## src/rtl/mu0_pkg.sv

```systemverilog
`default_nettype none
// ============================================================================
//  Module   : mu0_pkg
//  Purpose  : Shared MU0 datapath types and constants (word width, word type,
//             all-zero word used as the default register reset value).
//  Revision : 1.0 - initial release
// ============================================================================
package mu0_pkg;

    localparam int WORD_W = 16;

    typedef logic [WORD_W-1:0] word_t;

    localparam word_t WORD_ZERO = '0;

endpackage : mu0_pkg
`default_nettype wire

```

## src/rtl/mu0_dff_en.sv

```systemverilog
`default_nettype none
// ============================================================================
//  Module   : mu0_dff_en
//  Purpose  : Single-bit flop with synchronous active-high reset (priority)
//             and active-high load enable. Reset value comes from a port so
//             each bit of a wider register can take its own reset constant.
//  Ports    : clk_i      - clock, rising edge active
//             rst_i      - synchronous reset, active-high, beats en_i
//             en_i       - load enable
//             rst_val_i  - value taken on reset
//             d_i        - data to load
//             q_o        - flop output
//  Revision : 1.0 - initial release
// ============================================================================
module mu0_dff_en (
    input  logic clk_i,
    input  logic rst_i,
    input  logic en_i,
    input  logic rst_val_i,
    input  logic d_i,
    output logic q_o
);

    logic q_q;
    logic q_d;

    always_comb begin
        q_d = q_q;
        if (en_i) begin
            q_d = d_i;
        end
    end

    always_ff @(posedge clk_i) begin
        if (rst_i) begin
            q_q <= rst_val_i;
        end else begin
            q_q <= q_d;
        end
    end

    assign q_o = q_q;

endmodule : mu0_dff_en
`default_nettype wire

```

## src/rtl/mu0_reg16.sv

```systemverilog
`default_nettype none
// ============================================================================
//  Module   : mu0_reg16
//  Purpose  : Loadable data register for the MU0 datapath (ACC, PC, IR).
//             Captures D on the rising edge of Clk when En=1, holds otherwise.
//             Synchronous Reset loads RST_VAL and has priority over En.
//  Ports    : Clk   - system clock, rising edge active
//             Reset - synchronous reset, active-high
//             En    - load enable, active-high
//             D     - data to load [WIDTH-1:0]
//             Q     - register contents, straight from flops [WIDTH-1:0]
//  Options  : MU0_REG16_ASSERT_EN - when defined, adds simulation-only
//             protocol and behaviour checks; datapath is unchanged.
//  Revision : 1.0 - initial release
// ============================================================================
module mu0_reg16
    import mu0_pkg::*;
#(
    parameter int               WIDTH   = WORD_W,
    parameter logic [WIDTH-1:0] RST_VAL = WIDTH'(WORD_ZERO)
) (
    input  logic             Clk,
    input  logic             Reset,
    input  logic             En,
    input  logic [WIDTH-1:0] D,
    output logic [WIDTH-1:0] Q
);

    // One flop per bit; Q is wired directly to the flop outputs so there is
    // no combinational path from D to Q.
    for (genvar i = 0; i < WIDTH; i++) begin : g_bit
        mu0_dff_en u_dff (
            .clk_i     (Clk),
            .rst_i     (Reset),
            .en_i      (En),
            .rst_val_i (RST_VAL[i]),
            .d_i       (D[i]),
            .q_o       (Q[i])
        );
    end

`ifdef MU0_REG16_ASSERT_EN
    // Inputs and output seen at the previous edge. Q read at an edge is the
    // pre-update value, so chk_q_q holds the value Q had before that edge.
    logic [WIDTH-1:0] chk_q_q;
    logic             chk_rst_q;
    logic             chk_en_q;

    always_ff @(posedge Clk) begin
        chk_q_q   <= Q;
        chk_rst_q <= Reset;
        chk_en_q  <= En;
    end

    always @(posedge Clk) begin
        if ($isunknown(Reset)) begin
            $error("mu0_reg16: Reset is X/Z at time %0t", $time);
        end
        if ($isunknown(En)) begin
            $error("mu0_reg16: En is X/Z at time %0t", $time);
        end
        if ((En === 1'b1) && (Reset === 1'b0) && $isunknown(D)) begin
            $error("mu0_reg16: D is X/Z during load at time %0t", $time);
        end
        if ((chk_rst_q === 1'b0) && (chk_en_q === 1'b0) && (Q !== chk_q_q)) begin
            $error("mu0_reg16: Q changed while disabled at time %0t", $time);
        end
        if ((chk_rst_q === 1'b1) && (Q !== RST_VAL)) begin
            $error("mu0_reg16: Q not at reset value after reset at time %0t", $time);
        end
    end
`else
    // Checks excluded from this build.
`endif

endmodule : mu0_reg16
`default_nettype wire

```

## config.mk

```make
export PLATFORM = sky130hd
export DESIGN_NAME = mu0_reg16
export DESIGN_NICKNAME = d
export VERILOG_FILES = /design/src/rtl/mu0_pkg.sv /design/src/rtl/mu0_dff_en.sv /design/src/rtl/mu0_reg16.sv
export SDC_FILE = /design/constraint.sdc
export NUM_CORES = 1
export LEC_CHECK = 0
export CAP_MARGIN = 20
export CORE_MARGIN = 4
export CORE_UTILIZATION = 50
export CTS_CLUSTER_DIAMETER = 120
export CTS_CLUSTER_SIZE = 30
export DETAILED_ROUTE_END_ITERATION = 10
export DONT_BUFFER_PORTS = 1
export PLACE_DENSITY = 0.7
export SYNTH_ARGS = -nofsm -noshare
export SYNTH_HDL_FRONTEND = slang
export SYNTH_HIERARCHICAL = 1
export SYNTH_SLANG_ARGS = --single-unit
```

## constraint.sdc

```tcl
create_clock -name Clk -period 0.8 [get_ports Clk]
set_input_delay 0.08 -clock Clk [delete_from_list [all_inputs] [get_ports Clk]]
set_output_delay 0.08 -clock Clk [all_outputs]
set_load 0.01 [all_outputs]
```

==> flow_summary.ini <==
[sta]
rsz0062_at_grt = true
max_freq_mhz = 1260
finalSetupViolations = 0
finalMaxSlewViolations = 0
fin_crit_ps = 792
hold_viol = 0
whs_ps = 0.580
finalCritPeriodShare = 0.990

[yosys]
yosysSeqAreaShare = 0.583
synth-xor-area-share = 0
synth_top_family_by_area = multiplexers
synth_area_leaders = edfxtp_1, mux2_4, or2_2
synth.cell_area_um2 = 825
synth.distinct_cells = 4
synth_top_area_frac = 0.583
syn-mean-instance-area_um2 = 16.8
yosys.area_share.adder = 0
synth-compound-area-share = 0
yosys.area.top_type = edfxtp_1
synth_cells = 49
synth-seq-cells = 16
synth_mux_area_frac = 0.291
yosysWarnings = 6
synth-simple-area-share = 0.121

[floorplan]
fp.coreArea_um2 = 1520
die-width_um = 48.6
initial_utilization = 0.541
die_area_um2 = 2360
placementRows = 14
ios = 35
die_h_um = 48.6

[placement]
gp_congestion = 0.590
placed_area_um2 = 901
port_buffers = 0

[routing]
drt_iter0_drc = 13
dr.max_layer_used = met4
wl_met2_um = 595
num_vias = 405
first_pass_iters = 3
wl_met3_um = 133
vias_per_cell = 4.88
routed_wl_um = 1180
ant_nets = 0
met1_length_um = 440
drc = 0
wire_per_inst_um = 14.2

[power_and_ir_drop]
switching_share = 0.204
clkPwrFrac = 0.240
switchingPower_mw = 0.342
p_leak_nw = 0.399
pwr-share-seq = 0.665
ir_drop_mv = 1.14
cellPowerDensity_nw_per_um2 = 1810
combPwrFrac = 0.095
p_int_mw = 1.33

[grt]
grt_pass1_vias = 456
grt_overflow_total = 0
antenna_found_initial = 0
track_usage = 0.107
grt_max_degree = 33
grt_pass1_wl_um = 1930

[setup_path]
critPathKind = register to output pin
crit_cells = 0
critPathRequiredTime_ps = 720
cp.arrival_ps = 710
endpoint = Q[2]
cp-start-kind = register
cp-end-kind = output pin
worstSetupStartpoint = g_bit[2].u_dff/q_o
worstPathMaxFanout = 1

[cts]
htreeDepth = 1
path_clk_slew_ps = 90
ctsResizeCount = 0
cts_made_buffers = 3
cts_tree = yes
cts_setup_buffers = 0
cts-root-buf = clkbuf_4
cts_sinks = 16
clockBufferDepth = 2

[run]
max-cap-violations = 0

[hold_path]
hp-class = input port to register

[final_layout]
fin_nets = 88
fill_cells = 115
post-route-util = 0.606
design_area_um2 = 923
area_growth_pct = 12.0
ff_latch_area_um2 = 480
layout-drive-gt1-share = 0.522
antenna_cells = 0
final_cell_mix = or2_2, mux2_4, conb_1, edfxtp_1, clkbuf_4
multi_input_area_um2 = 400
largest_reg_flops = 16

[status]
outcome = finished clean
[power by group through the flow]
| stage | registers [mW] | clock network, mW | logic (mW) |
|---|---|---|---|
| final | 1.11 | 0.401 | 0.159 |
| after global routing | 1.12 | 0.449 | 0.177 |
| after CTS | 1.12 | 0.412 | 0.158 |
| after detailed placement | 1.14 | 0 | 0.158 |
| after global placement | 1.14 | 0 | 0.152 |
| after floorplan | 1.12 | 0 | 0.150 |
[cells in the mapped netlist]
library cell,count
conb_1,1
edfxtp_1,16
mux2_4,16
or2_2,16
[how the worst min path moves through the flow]
stage                              end  cells past startpoint  startpoint
finish              g_bit[3].u_dff/q_o                      1          En
global route        g_bit[3].u_dff/q_o                      1       Reset
CTS                 g_bit[4].u_dff/q_o                      1       Reset
detailed placement  g_bit[8].u_dff/q_o                      1       Reset
global placement    g_bit[8].u_dff/q_o                      1       Reset
floorplan           g_bit[0].u_dff/q_o                      1       Reset
[area by class of cell]
type | instances | share of cell area
multi-input combinational | 48 | 0.434
sequential | 16 | 0.520
clock buffer | 3 | 0.0244
tap | 16 | 0.0217
[metrics by stage]
step	total power [mW]	worst slack, ps	std cells	TNS [ps]
after CTS	1.69	-2.67	83	-7.68
after floorplan	1.27	196	64	0
after global placement	1.29	188	80	0
final	1.67	8.20	83	0
after detailed placement	1.29	180	80	0
after global routing	1.75	-31.1	83	-220
[routing by layer]
metal  track usage  vias up
met3        0.0583        2
met4        0.0673        0
met5             0        -
met1         0.105      185
met2         0.174       20
li1              -      198
[cells by family after synthesis]
| logic type | Yosys count |
|---|---|
| muxes | 16 |
| DFF | 16 |
| and+or+nand+nor | 16 |
| other | 1 |
No activity file was read; power rests on OpenSTA's default activity.
